==> config.mk <==
export PLATFORM = sky130hd
export DESIGN_NAME = des_arbiter_flat
export DESIGN_NICKNAME = d
export VERILOG_FILES = /design/src/rtl/des_arbiter_if.sv /design/src/rtl/des_arbiter.sv /design/src/flat_wrapper.sv
export SDC_FILE = /design/constraint.sdc
export NUM_CORES = 1
export LEC_CHECK = 0
export CAP_MARGIN = 20
export CELL_PAD_IN_SITES_DETAIL_PLACEMENT = 1
export CELL_PAD_IN_SITES_GLOBAL_PLACEMENT = 1
export CORE_AREA = 2 2 311 313
export DETAILED_ROUTE_END_ITERATION = 8
export DIE_AREA = 0 0 313 315
export PLACE_DENSITY_LB_ADDON = 0.05
export SLEW_MARGIN = 20
export SYNTH_ARGS = -nofsm -noshare
export SYNTH_HDL_FRONTEND = slang
export SYNTH_SLANG_ARGS = --single-unit
==> constraint.sdc <==
create_clock -name clk_i -period 26.3 [get_ports clk_i]
set_input_delay 5.26 -clock clk_i [delete_from_list [all_inputs] [get_ports clk_i]]
set_output_delay 5.26 -clock clk_i [all_outputs]
set_load 0.02 [all_outputs]
==> src/rtl/des_arbiter_if.sv <==
// Request, core and response bundle for the DES core arbiter.
// The master side is the requester/core environment; the slave side is the arbiter.
interface des_arbiter_if #(
  parameter int NREQ = 4
);
  logic               enable_i;
  logic [NREQ-1:0]    req_valid_i;
  logic [NREQ-1:0]    req_ready_o;
  logic [NREQ-1:0]    req_mode_i;
  logic [NREQ*64-1:0] req_key_i;
  logic [NREQ*64-1:0] req_data_i;
  logic               core_valid_o;
  logic               core_mode_o;
  logic [63:0]        core_key_o;
  logic [63:0]        core_data_o;
  logic               core_valid_i;
  logic [63:0]        core_data_i;
  logic [NREQ-1:0]    rsp_valid_o;
  logic [63:0]        rsp_data_o;
  logic               busy_o;
  logic               err_o;

  modport master (
    output enable_i,
    output req_valid_i,
    output req_mode_i,
    output req_key_i,
    output req_data_i,
    output core_valid_i,
    output core_data_i,
    input  req_ready_o,
    input  core_valid_o,
    input  core_mode_o,
    input  core_key_o,
    input  core_data_o,
    input  rsp_valid_o,
    input  rsp_data_o,
    input  busy_o,
    input  err_o
  );

  modport slave (
    input  enable_i,
    input  req_valid_i,
    input  req_mode_i,
    input  req_key_i,
    input  req_data_i,
    input  core_valid_i,
    input  core_data_i,
    output req_ready_o,
    output core_valid_o,
    output core_mode_o,
    output core_key_o,
    output core_data_o,
    output rsp_valid_o,
    output rsp_data_o,
    output busy_o,
    output err_o
  );
endinterface

==> src/rtl/des_arbiter.sv <==
// Round-robin sharing of one pipelined DES core among NREQ requesters,
// with an owner-tag pipeline that routes each core result back to its issuer.
module des_arbiter #(
  parameter int NREQ         = 4,
  parameter int CORE_LATENCY = 19,
  parameter int MAX_INFLIGHT = 8
) (
  input  logic           clk_i,
  input  logic           reset_i,
  des_arbiter_if.slave   bus
);
  localparam int IW = (NREQ > 1) ? $clog2(NREQ) : 1;
  // core output appears one edge after its last internal stage
  localparam int TD = CORE_LATENCY + 1;
  localparam logic [4:0] MAXI = 5'(MAX_INFLIGHT);

  logic [IW-1:0]   ptr_q;
  logic [4:0]      infl_q [NREQ];
  logic [NREQ-1:0] elig;
  logic [NREQ-1:0] grant;
  logic            accept;
  logic [IW-1:0]   gidx;

  logic            iv_q;
  logic            imode_q;
  logic [63:0]     ikey_q;
  logic [63:0]     idata_q;
  logic [IW-1:0]   iown_q;

  logic            tv_q [TD];
  logic [IW-1:0]   to_q [TD];
  logic            tail_v;
  logic [IW-1:0]   tail_o;
  logic            hit;

  logic [NREQ-1:0] rsp_q;
  logic [63:0]     rdata_q;
  logic            err_q;
  logic            busy;

  function automatic logic [IW-1:0] wrap(
    input logic [IW-1:0] p,
    input int            i
  );
    int s;
    s = int'(p) + i;
    if (s >= NREQ) s = s - NREQ;
    return IW'(s);
  endfunction

  always_comb begin
    elig = '0;
    for (int n = 0; n < NREQ; n++)
      elig[n] = bus.enable_i & bus.req_valid_i[n]
              & (infl_q[n] < MAXI);
  end

  always_comb begin
    accept = 1'b0;
    gidx   = '0;
    for (int i = 0; i < NREQ; i++) begin
      if (!accept && elig[wrap(ptr_q, i)]) begin
        accept = 1'b1;
        gidx   = wrap(ptr_q, i);
      end
    end
    accept = accept & ~reset_i;
    grant  = accept ? (NREQ'(1) << gidx) : '0;
  end

  always_ff @(posedge clk_i or posedge reset_i) begin
    if (reset_i) begin
      ptr_q <= '0;
    end else if (accept) begin
      ptr_q <= wrap(gidx, 1);
    end
  end

  always_ff @(posedge clk_i or posedge reset_i) begin
    if (reset_i) begin
      iv_q    <= 1'b0;
      imode_q <= 1'b0;
      ikey_q  <= '0;
      idata_q <= '0;
      iown_q  <= '0;
    end else begin
      iv_q <= accept;
      if (accept) begin
        imode_q <= bus.req_mode_i[gidx];
        ikey_q  <= bus.req_key_i[int'(gidx)*64 +: 64];
        idata_q <= bus.req_data_i[int'(gidx)*64 +: 64];
        iown_q  <= gidx;
      end
    end
  end

  always_ff @(posedge clk_i or posedge reset_i) begin
    if (reset_i) begin
      for (int s = 0; s < TD; s++) begin
        tv_q[s] <= 1'b0;
        to_q[s] <= '0;
      end
    end else begin
      tv_q[0] <= iv_q;
      to_q[0] <= iown_q;
      for (int s = 1; s < TD; s++) begin
        tv_q[s] <= tv_q[s-1];
        to_q[s] <= to_q[s-1];
      end
    end
  end

  assign tail_v = tv_q[TD-1];
  assign tail_o = to_q[TD-1];
  assign hit    = bus.core_valid_i & tail_v;

  // a result without a matching tag is dropped and flagged
  always_ff @(posedge clk_i or posedge reset_i) begin
    if (reset_i) begin
      rsp_q   <= '0;
      rdata_q <= '0;
      err_q   <= 1'b0;
    end else begin
      rsp_q <= hit ? (NREQ'(1) << tail_o) : '0;
      if (hit) rdata_q <= bus.core_data_i;
      err_q <= err_q | (bus.core_valid_i ^ tail_v);
    end
  end

  always_ff @(posedge clk_i or posedge reset_i) begin
    if (reset_i) begin
      for (int n = 0; n < NREQ; n++) infl_q[n] <= '0;
    end else begin
      for (int n = 0; n < NREQ; n++) begin
        unique case ({grant[n], rsp_q[n]})
          2'b10:   infl_q[n] <= infl_q[n] + 5'd1;
          2'b01:   infl_q[n] <= infl_q[n] - 5'd1;
          default: infl_q[n] <= infl_q[n];
        endcase
      end
    end
  end

  always_comb begin
    busy = 1'b0;
    for (int n = 0; n < NREQ; n++)
      busy = busy | (infl_q[n] != 5'd0);
  end

  assign bus.req_ready_o  = grant;
  assign bus.core_valid_o = iv_q;
  assign bus.core_mode_o  = imode_q;
  assign bus.core_key_o   = ikey_q;
  assign bus.core_data_o  = idata_q;
  assign bus.rsp_valid_o  = rsp_q;
  assign bus.rsp_data_o   = rdata_q;
  assign bus.busy_o       = busy;
  assign bus.err_o        = err_q;
endmodule
==> src/flat_wrapper.sv <==
// flat-port wrapper written by rule: the top's interface ports become plain ports
module des_arbiter_flat 
#(
  parameter int NREQ         = 4,
  parameter int CORE_LATENCY = 19,
  parameter int MAX_INFLIGHT = 8
)
  (clk_i, reset_i, bus_enable_i, bus_req_valid_i, bus_req_mode_i, bus_req_key_i, bus_req_data_i, bus_core_valid_i, bus_core_data_i, bus_req_ready_o, bus_core_valid_o, bus_core_mode_o, bus_core_key_o, bus_core_data_o, bus_rsp_valid_o, bus_rsp_data_o, bus_busy_o, bus_err_o);
  des_arbiter_if #(.NREQ(NREQ)) bus_i ();
  input  logic clk_i;
  input  logic reset_i;
  input wire logic [$bits(bus_i.enable_i)-1:0] bus_enable_i;
  input wire logic [$bits(bus_i.req_valid_i)-1:0] bus_req_valid_i;
  input wire logic [$bits(bus_i.req_mode_i)-1:0] bus_req_mode_i;
  input wire logic [$bits(bus_i.req_key_i)-1:0] bus_req_key_i;
  input wire logic [$bits(bus_i.req_data_i)-1:0] bus_req_data_i;
  input wire logic [$bits(bus_i.core_valid_i)-1:0] bus_core_valid_i;
  input wire logic [$bits(bus_i.core_data_i)-1:0] bus_core_data_i;
  output wire logic [$bits(bus_i.req_ready_o)-1:0] bus_req_ready_o;
  output wire logic [$bits(bus_i.core_valid_o)-1:0] bus_core_valid_o;
  output wire logic [$bits(bus_i.core_mode_o)-1:0] bus_core_mode_o;
  output wire logic [$bits(bus_i.core_key_o)-1:0] bus_core_key_o;
  output wire logic [$bits(bus_i.core_data_o)-1:0] bus_core_data_o;
  output wire logic [$bits(bus_i.rsp_valid_o)-1:0] bus_rsp_valid_o;
  output wire logic [$bits(bus_i.rsp_data_o)-1:0] bus_rsp_data_o;
  output wire logic [$bits(bus_i.busy_o)-1:0] bus_busy_o;
  output wire logic [$bits(bus_i.err_o)-1:0] bus_err_o;
  assign bus_i.enable_i = bus_enable_i;
  assign bus_i.req_valid_i = bus_req_valid_i;
  assign bus_i.req_mode_i = bus_req_mode_i;
  assign bus_i.req_key_i = bus_req_key_i;
  assign bus_i.req_data_i = bus_req_data_i;
  assign bus_i.core_valid_i = bus_core_valid_i;
  assign bus_i.core_data_i = bus_core_data_i;
  assign bus_req_ready_o = bus_i.req_ready_o;
  assign bus_core_valid_o = bus_i.core_valid_o;
  assign bus_core_mode_o = bus_i.core_mode_o;
  assign bus_core_key_o = bus_i.core_key_o;
  assign bus_core_data_o = bus_i.core_data_o;
  assign bus_rsp_valid_o = bus_i.rsp_valid_o;
  assign bus_rsp_data_o = bus_i.rsp_data_o;
  assign bus_busy_o = bus_i.busy_o;
  assign bus_err_o = bus_i.err_o;
  des_arbiter #(.NREQ(NREQ), .CORE_LATENCY(CORE_LATENCY), .MAX_INFLIGHT(MAX_INFLIGHT)) u_core (.clk_i(clk_i), .reset_i(reset_i), .bus(bus_i));
endmodule
==> results.md, run 1 <==
- Initial core utilization: 16.0%
- Share of cells above drive strength 1: under 10%
- Final Core Density: a little over a quarter
- Compound-Gate Fraction of Synth Area: ~20%
- Clk_lat worst skew: 570 ps
- IR drop worst, VDD: approximately 44 µV
- Synth Area in XOR/XNOR: 0.915%
- Core area: 95700 µm²
- Mean Syn Cell Area: around 8.9 µm²
- Cells after DPL: approximately 3600
- Vias per cell: 4.48
- Crit-path max FO: 70
- Pleak: 10.3 nW
- Critical Path AT: 9990 ps
- Post-Route Skew: 14.5 ps
- IO buf count: around 790
- Vias: approximately 17000
- Syn Nets: roughly 2300
- Chip Height: around 320 µm
- Simple-Gate Fraction of Synth Area: 17.1%
- Antenna Nets Post-Route: 0
- WS Path Type: input port to output pin
- First-pass GRT wire length: 134000 µm
- Tot GR Track Use: a little under a fifth
- Nets: 3009
- Clock Path Buffers: 3
- Htree depth: 2
- Drt total wl: ~95000 µm
- Post-synth top area share: 46.2%
- Largest area contributor in the netlist: dfrtp_1
- Cell count after synthesis: approximately 1700
- Total power: about 0.0026 W
- Largest net degree at the start of global routing: between 100 and 150
- HP Class: register to register
- Die X: 313 µm
- Initial DRC count: a little over 600
- Mux cell area share after synthesis: a little over 5%
- Antenna violations before repair: 27
- Row count: around 110
- Final setup violation count: 0
- Max-cap violations: 0
- Final min period: around 15000 ps
- Status: completed
- Synth warn: 0
- CTS Buf Count: 43
- Max transition margin: a little over a quarter
- GP Congestion: between 0.7 and 0.8
- Final max-slew violation count: 0
- Synth Register Bits: 283
- Setup Buffers After CTS: 0
- Final hold violation count: 0
- Final non-filler cell total: 3720
- CP Data Required Time: roughly 21000 ps
- Area Growth Syn to Fin: 69.1%
- CTS Sinks: 283
- Worst-margin pin slew: 1100 ps
- Vias in the first global route: 17958
- Post-DP HPWL: slightly below 70000 µm
- Post-synth cell types: 40
- P per Cell Area: approximately 100 nW/µm²
- # hold bufs at CTS: 0
- Post-Synth Adder-Cell Area: 1.91%
- CP Capture Type: output pin
- CP Launch Type: input port
- Largest family of logic cells by synthesized area: compound AO/OA/AOI/OAI gates
- Post-synthesis sequential area ratio: a little under half
- Wire per inst: about 25 µm
- Top cells by area, synth: dfrtp_1, a31oi_1, and4_1, mux2_2, a21oi_1
- CTS root buf: clkbuf_16
- Clock-pin slew on the worst setup and hold paths: 50 ps
- Mapped cell area: 15300 µm²
- CTS resizes: 0
- IO Pins: between 700 and 800
- TritonCTS clock tree: yes
- Final WS setup: between 10000 and 15000 ps
- DRC violations left: 0
- Die area: roughly 99000 µm²
- Post-placement setup slack: between 10000 and 15000 ps
- DR pass1 iterations: 5
- RSZ-0062 raised after global routing: no
- Grt total ovfl: 0
- Final worst path period share: 58.0%
- Setup TNS Final: 0 ps
- Maximum clock rate: 65.6 MHz
-- per-layer routing --
metal  GRT usage, %  routed length, µm
met5              0                207
met4           3.63               1450
met3           6.16               7020
met2           33.0              47900
met1           21.6              38100
-- cell usage in the layout (no fill, tap or decap), drive strengths merged, types with 5 or more instances in the layout --
cell type,synthesis,routed
clkdlybuf4s50,0,791
dfrtp,283,283
a31oi,258,258
inv,152,155
o21ai,144,144
a21oi,140,140
nor2,135,135
nand3,134,134
and4,129,129
mux2,64,64
clkbuf,151,61
buf,32,23
ha,17,17
nand2,14,14
xor2,12,12
diode,0,11
and3,7,7
bufinv,0,6
clkinv,0,6
mux2i,5,5
nor3,5,5
a21o,5,5
-- state kept, by name (all words and copies together), names as in the netlist --
signal	count
u_core.bus.rsp_valid_o	4
u_core.tail_v	1
u_core.tv_q	19
u_core.bus.err_o	1
u_core.infl_q	20
u_core.tail_o	2
u_core.to_q	38
u_core.bus.core_key_o	64
u_core.ptr_q	2
u_core.bus.core_valid_o	1
u_core.bus.rsp_data_o	64
u_core.iown_q	2
u_core.bus.core_data_o	64
u_core.bus.core_mode_o	1
-- cell families after synthesis --
group	Yosys count
compound gates	553
xor+xnor	16
fa+ha+maj	21
buf+inv	335
flops	283
mux	69
simple gates	447
-- cell usage after synthesis --
cell type / number
dfrtp_1: 283
a31oi_1: 258
clkbuf_1: 151
inv_1: 151
a21oi_1: 140
nor2_1: 135
nand3_1: 134
and4_1: 129
o21ai_0: 95
mux2_2: 64
o21ai_1: 49
buf_2: 26
ha_1: 17
nand2_1: 14
xor2_1: 12
and3_1: 7
buf_1: 6
a21o_1: 5
mux2i_1: 5
nor3_1: 5
fa_1: 4
nor2b_1: 4
nor4_1: 4
nor4bb_1: 4
xnor2_1: 4
nand4bb_1: 3
nand4_1: 2
a222oi_1: 1
a22oi_1: 1
a41oi_1: 1
and3b_1: 1
inv_2: 1
nand4b_1: 1
nor3b_1: 1
o211a_1: 1
o22a_1: 1
o22ai_1: 1
or2_2: 1
or4_1: 1
or4bb_1: 1
-- layout make-up --
type / count / area [µm²]
inverter: 152 / 583
sequential: 283 / 7080
clock buffer: 61 / 1210
antenna: 11 / 27.5
timing repair buffer: 814 / 8120
clock inverter: 17 / 274
multi-input combinational: 1106 / 7010
fill: 10879 / 69800
tap: 1276 / 1600
-- report_power, final --
group | internal, W | switching [W]
registers | 0.000623 | 0.000112
clock network | 0.000382 | 0.000241
logic | 0.000527 | 0.000741
total | 0.00153 | 0.00109
-- final timing paths --
path | cells after the start | start | endpoint | slack [ps]
worst max-delay path | 9 | bus_enable_i | bus_req_ready_o[1] | 11050
worst min-delay path | 0 | u_core.tv_q[7] | u_core.tv_q[6] | 340
worst max register to register | 13 | u_core.infl_q[13] | u_core.infl_q[14] | 20870
worst min register to register | 0 | u_core.tv_q[7] | u_core.tv_q[6] | 340
max in group asynchronous | 4 | reset_i | u_core.bus.core_key_o[43] | 18590
min in group asynchronous | 2 | reset_i | u_core.bus.rsp_data_o[4] | 5350
-- through the flow --
stage	instance area [µm²]	hold slack (ps)
detailed placement	24400	336
global placement	24400	334
finish	25900	342
CTS	25900	347
floorplan	15300	331
global route	25900	352
-- critical path, cell delays in order --
cell and delay, ps:
clkdlybuf4s50_1 610, nor4bb_1 790, nor3_1 200, a21o_4 470
inv_6 550, buf_4 780, nand3_1 240, inv_1 110
clkdlybuf4s50_1 650
Note: power is estimated with default switching activity, not from simulation.
==> run 2, diff against run 1 <==
--- a/config.mk
+++ b/config.mk
@@ -8,9 +8,9 @@
 export CAP_MARGIN = 20
 export CELL_PAD_IN_SITES_DETAIL_PLACEMENT = 1
 export CELL_PAD_IN_SITES_GLOBAL_PLACEMENT = 1
-export CORE_AREA = 2 2 311 313
+export CORE_AREA = 2 2 312 314
 export DETAILED_ROUTE_END_ITERATION = 8
-export DIE_AREA = 0 0 313 315
+export DIE_AREA = 0 0 314 316
 export PLACE_DENSITY_LB_ADDON = 0.05
 export SLEW_MARGIN = 20
 export SYNTH_ARGS = -nofsm -noshare
==> constraint.sdc (replaced) <==
create_clock -name clk_i -period 15.2 [get_ports clk_i]
set_input_delay 3.04 -clock clk_i [delete_from_list [all_inputs] [get_ports clk_i]]
set_output_delay 3.04 -clock clk_i [all_outputs]
set_load 0.02 [all_outputs]
==> results.md, run 2 (same netlist as run 1, synthesis figures left out) <==
- Max-cap violations: 0
- Setup TNS Final: 0 ps
- Antenna violations before repair: 43
- First-pass GRT wire length: between 100000 and 150000 µm
- DRC violations left: 0
- Setup Buffers After CTS: 0
- CTS Sinks: between 200 and 300
- WS Path Type: input port to output pin
- Clock-pin slew on the worst setup and hold paths: approximately 50 ps
- Largest net degree at the start of global routing: 135
- Post-DP HPWL: 67500 µm
- CTS resizes: 0
- Status: completed
- Final worst path period share: between 60% and 70%
- Worst-margin pin slew: approximately 1100 ps
- CP max stage cell: nor4bb_1
- Drt total wl: between 90000 and 100000 µm
- Die area: between 90000 and 100000 µm²
- Cell Chain, Critical Path: clkdlybuf4s50_1, nor4bb_1, mux2i_1, o22ai_4, buf_12, nand3_1, inv_1, clkdlybuf4s50_1
- Initial DRC count: 622
- Max transition margin: 28.8%
- Register area: ~7100 µm²
- CP Launch Type: input port
- Chip Height: approximately 320 µm
- R2R depth: 12
- Final setup violation count: 0
- CP Data Required Time: between 10000 and 15000 ps
- Share of cells above drive strength 1: between 6 and 7%
- Wire per inst: 25.5 µm
- Antenna Nets Post-Route: 0
- Final max-slew violation count: 0
- RSZ-0062 raised after global routing: no
- Nets: roughly 3000
- CTS root buf: clkbuf_16
- Maximum clock rate: approximately 100 MHz
- GP Congestion: a little under 0.8
- Grt total ovfl: 0
- CTS Buf Count: 43
- Final hold violation count: 0
- HP Class: register to register
- Fillers: between 10000 and 15000
- Pleak: slightly above 10 nW
- Max stage delay on crit path: between 900 and 1000 ps
- Vias per cell: between 4 and 5
- IO buf count: roughly 790
- Placed instance area: about 24000 µm²
- Vias in the first global route: 18210
- WP buf/inv: 4
- R2r setup slk: 10580 ps
- Core area: approximately 96000 µm²
- Vias: 16765
- P per Cell Area: 173 nW/µm²
- Most common cell after layout, fill and taps aside: clkdlybuf4s50_1
- Clk_lat worst skew: about 600 ps
- Multi-input logic area: about 7000 µm²
- # hold bufs at CTS: 0
- IO Pins: 792
- Critical Path AT: between 6000 and 7000 ps
- Die X: ~310 µm
- Area Growth Syn to Fin: 68.6%
- Commonest cells after routing, fill and taps aside: clkdlybuf4s50_1, dfrtp_1, a31oi_1, inv_1, a21oi_1
- Fin area: ~26000 µm²
- Delay-heaviest family, CP: buffers and inverters
- Tot GR Track Use: a little under a fifth
- Worst Hold Depth: 0
- Final min period: around 10000 ps
- Top cell by count, worst path: clkdlybuf4s50_1
- IR drop worst, VDD: slightly below 80 µV
- Crit-path max FO: between 100 and 150
- Clock Path Buffers: 3
- Initial core utilization: roughly 16%
- TritonCTS clock tree: yes
- Htree depth: 2
- CP Capture Type: output pin
- DR pass1 iterations: 6
- Row count: 114
- Crit. path cell count: 8
- Post-Route Skew: 19.7 ps
-- run 2: changes by cell type in the layout (fill, tap and decap cells not counted), sizes merged --
cell and delta:
clkbuf +2, buf +2, bufinv -4, inv -2, clkinv +2, diode +6
-- run 2: power breakdown --
part	internal, W	switching [W]	leakage, nW	total [W]
clock	0.000596	0.000413	0.677	0.00101
combinational	0.000914	0.00128	6.25	0.00219
sequential	0.00108	0.000191	3.34	0.00127
-- run 2: area by class of cell --
type / count / share of cell area, %
clock buffer: 63 / 4.77
multi-input combinational: 1106 / 27.1
antenna: 17 / 0.165
inverter: 152 / 2.26
tap: 1276 / 6.18
timing repair buffer: 816 / 31.5
clock inverter: 13 / 0.620
sequential: 283 / 27.4
-- run 2: path summary, 6_finish.rpt --
check | from | end
max in group asynchronous | reset_i | u_core.bus.core_key_o[36]
min in group asynchronous | reset_i | u_core.bus.rsp_data_o[4]
setup / recovery | bus_enable_i | bus_req_ready_o[2]
hold reg to reg | u_core.to_q[10] | u_core.to_q[8]
setup reg to reg | u_core.infl_q[4] | u_core.infl_q[9]
hold / removal | u_core.to_q[10] | u_core.to_q[8]
-- run 2: through the flow --
stage	utilization [%]	total power [W]	hold WS [ps]	setup WS (ps)	instances
floorplan	-	0.00237	331	4350	1724
global placement	25.4	0.00350	333	5320	3633
detailed placement	25.4	0.00352	336	5290	3633
CTS	26.9	0.00458	349	5270	3709
global route	26.9	0.00478	354	5010	3724
finish	26.9	0.00447	344	5230	3726
-- run 2: layer usage --
metal	share of wire, %	track usage, %	wire length (µm)	up-vias
li1	-	-	-	7636
met1	38	20.8	36500	8399
met2	51	33.1	48600	568
met3	8.0	6.54	7600	122
met4	2.1	4.84	1950	40
met5	0.27	0	256	-
==> run 3, diff against run 2 <==
--- a/config.mk
+++ b/config.mk
@@ -8,9 +8,9 @@
 export CAP_MARGIN = 20
 export CELL_PAD_IN_SITES_DETAIL_PLACEMENT = 1
 export CELL_PAD_IN_SITES_GLOBAL_PLACEMENT = 1
-export CORE_AREA = 2 2 312 314
+export CORE_AREA = 2 2 311 313
 export DETAILED_ROUTE_END_ITERATION = 8
-export DIE_AREA = 0 0 314 316
+export DIE_AREA = 0 0 313 315
 export PLACE_DENSITY_LB_ADDON = 0.05
 export SLEW_MARGIN = 20
 export SYNTH_ARGS = -nofsm -noshare
==> constraint.sdc (replaced) <==
create_clock -name clk_i -period 8.6 [get_ports clk_i]
set_input_delay 1.72 -clock clk_i [delete_from_list [all_inputs] [get_ports clk_i]]
set_output_delay 1.72 -clock clk_i [all_outputs]
set_load 0.02 [all_outputs]
==> results.md, run 3 (same netlist as run 1, synthesis figures left out) <==
- Status: completed
- WL met1: 38000 µm
- GP Congestion: between 0.7 and 0.8
- Clk_lat worst skew: about 580 ps
- Share of cells above drive strength 1: under 10%
- Worst-margin pin slew: 1020 ps
- CTS root buf: clkbuf_16
- Crit-path max FO: 14
- Post-DP HPWL: 68100 µm
- Vias: approximately 17000
- Setup TNS Final: 0 ps
- Commonest cells after routing, fill and taps aside: clkdlybuf4s50_1, dfrtp_1, a31oi_1, inv_1, a21oi_1
- WP buf/inv: 3
- CP Launch Type: input port
- WL met2: 46600 µm
- Initial core utilization: roughly 16%
- Largest net degree at the start of global routing: ~160
- Final worst path period share: slightly below 80%
- Vias in the first global route: between 15000 and 20000
- Area Growth Syn to Fin: 69.4%
- Clock-pin slew on the worst setup and hold paths: ~60 ps
- Worst hold slack: roughly 340 ps
- Critical Path AT: between 5000 and 6000 ps
- Vias per cell: roughly 4.5
- RSZ-0062 raised after global routing: no
- Final hold violation count: 0
- DRC violations left: 0
- DR pass1 iterations: 5
- P per Cell Area: 309 nW/µm²
- Setup Buffers After CTS: 0
- Grt total ovfl: 0
- Delay-heaviest family, CP: buffers and inverters
- CP Data Required Time: between 6000 and 7000 ps
- Antenna Nets Post-Route: 0
- WS Path Type: input port to output pin
- Final setup violation count: 0
- HP Class: register to register
- Fillers: 10940
- Die area: approximately 99000 µm²
- CP Capture Type: output pin
- Top cell by count, worst path: clkdlybuf4s50_1
- Max Used Layer: met5
- IR drop worst, VDD: around 150 µV
- Maximum clock rate: between 100 and 150 MHz
- Wire per inst: between 20 and 30 µm
- Core area: between 90000 and 100000 µm²
- Die X: approximately 310 µm
- Cell Chain, Critical Path: clkdlybuf4s50_1, nor4bb_1, mux2i_1, o22ai_4, nand3_1, inv_1, clkdlybuf4s50_1
- # hold bufs at CTS: 0
- Row count: 114
- Max transition margin: between 30% and 40%
- CTS resizes: 0
- Met3 WL post-DR: around 7600 µm
- Initial DRC count: 651
- First-pass GRT wire length: between 100000 and 150000 µm
- IO Pins: between 700 and 800
- Post-Route Skew: between 15 and 20 ps
- CTS Buf Count: 42
- Final min period: about 6800 ps
- CP max stage cell: nor4bb_1
- Max-cap violations: 0
- Clock Path Buffers: 3
- TritonCTS clock tree: yes
- Tot GR Track Use: 18.6%
- Most common cell after layout, fill and taps aside: clkdlybuf4s50_1
- Final max-slew violation count: 0
- Nets: 3013
- Chip Height: roughly 320 µm
- Antenna violations before repair: 49
- Htree depth: 2
- Max stage delay on crit path: ~900 ps
- Pleak: a little over 10 nW
- Drt total wl: 95200 µm
- CTS Sinks: 283
- IO buf count: between 700 and 800
run 3: changes by cell type in the layout (fill, tap and decap cells not counted):
cell        previous run  this run
buf_4                 23        26
bufinv_16              2         5
clkbuf_1              12         6
clkbuf_16             43        42
clkbuf_8               8         5
clkinv_2               6         8
clkinv_4               0         4
clkinv_8               1         0
clkinvlp_4             2         6
diode_2               17        25
inv_16                 0         1
inv_8                  1         0
run 3: per-layer routing:
| metal | up-vias | GRT usage (%) |
|---|---|---|
| li1 | 7656 | - |
| met1 | 8281 | 21.5 |
| met2 | 564 | 31.6 |
| met3 | 147 | 6.70 |
| met4 | 48 | 6.66 |
| met5 | - | 0 |
run 3: power by group:
group	internal, W	leakage (nW)	switching [W]	total, W
Clock	0.00111	0.706	0.000765	0.00187
Sequential	0.00191	3.34	0.000344	0.00225
Combinational	0.00162	6.25	0.00228	0.00389
run 3: worst register-to-register path, delay by kind of cell (launching register included):
kind            cells  cell delay (ps)
fa+ha+maj           2              710
compound gates      1              100
buf+inv             2              500
simple gates        7             2240
xor+xnor            1              160
flops               1              430
run 3: final timing paths:
check | cells past startpoint | slack [ps] | start | endpoint
max | 7 | 1760 | bus_enable_i | bus_req_ready_o[2]
min | 0 | 340 | u_core.tv_q[3] | u_core.tv_q[2]
max reg2reg | 13 | 4370 | u_core.infl_q[18] | u_core.infl_q[9]
min reg2reg | 0 | 340 | u_core.tv_q[3] | u_core.tv_q[2]
max in group asynchronous | 4 | 5390 | reset_i | u_core.bus.core_key_o[40]
min in group asynchronous | 3 | 1810 | reset_i | u_core.bus.core_data_o[45]
run 3: final cells by class:
type	count	area, µm²	area share [%]
well taps	1276	1600	6.16
repair buffers	819	8150	31.4
clock inverters	25	322	1.24
flip-flops and latches	283	7080	27.3
diodes	25	62.6	0.241
multi-input cells	1106	7000	27.0
inverters	152	579	2.23
clock buffers	53	1140	4.40
run 3: metrics by stage:
stage / std cells / cell area [µm²] / setup WS [ps] / power (W) / util, %
final: 3739 / 25900 / 1760 / 0.00801 / 27.1
after global routing: 3735 / 25900 / 1480 / 0.00855 / 27.1
after CTS: 3714 / 25900 / 1730 / 0.00820 / 27.0
after detailed placement: 3636 / 24400 / 1750 / 0.00625 / 25.5
after global placement: 3636 / 24400 / 1870 / 0.00621 / 25.5
after floorplan: 1724 / 15300 / 3130 / 0.00419 / -
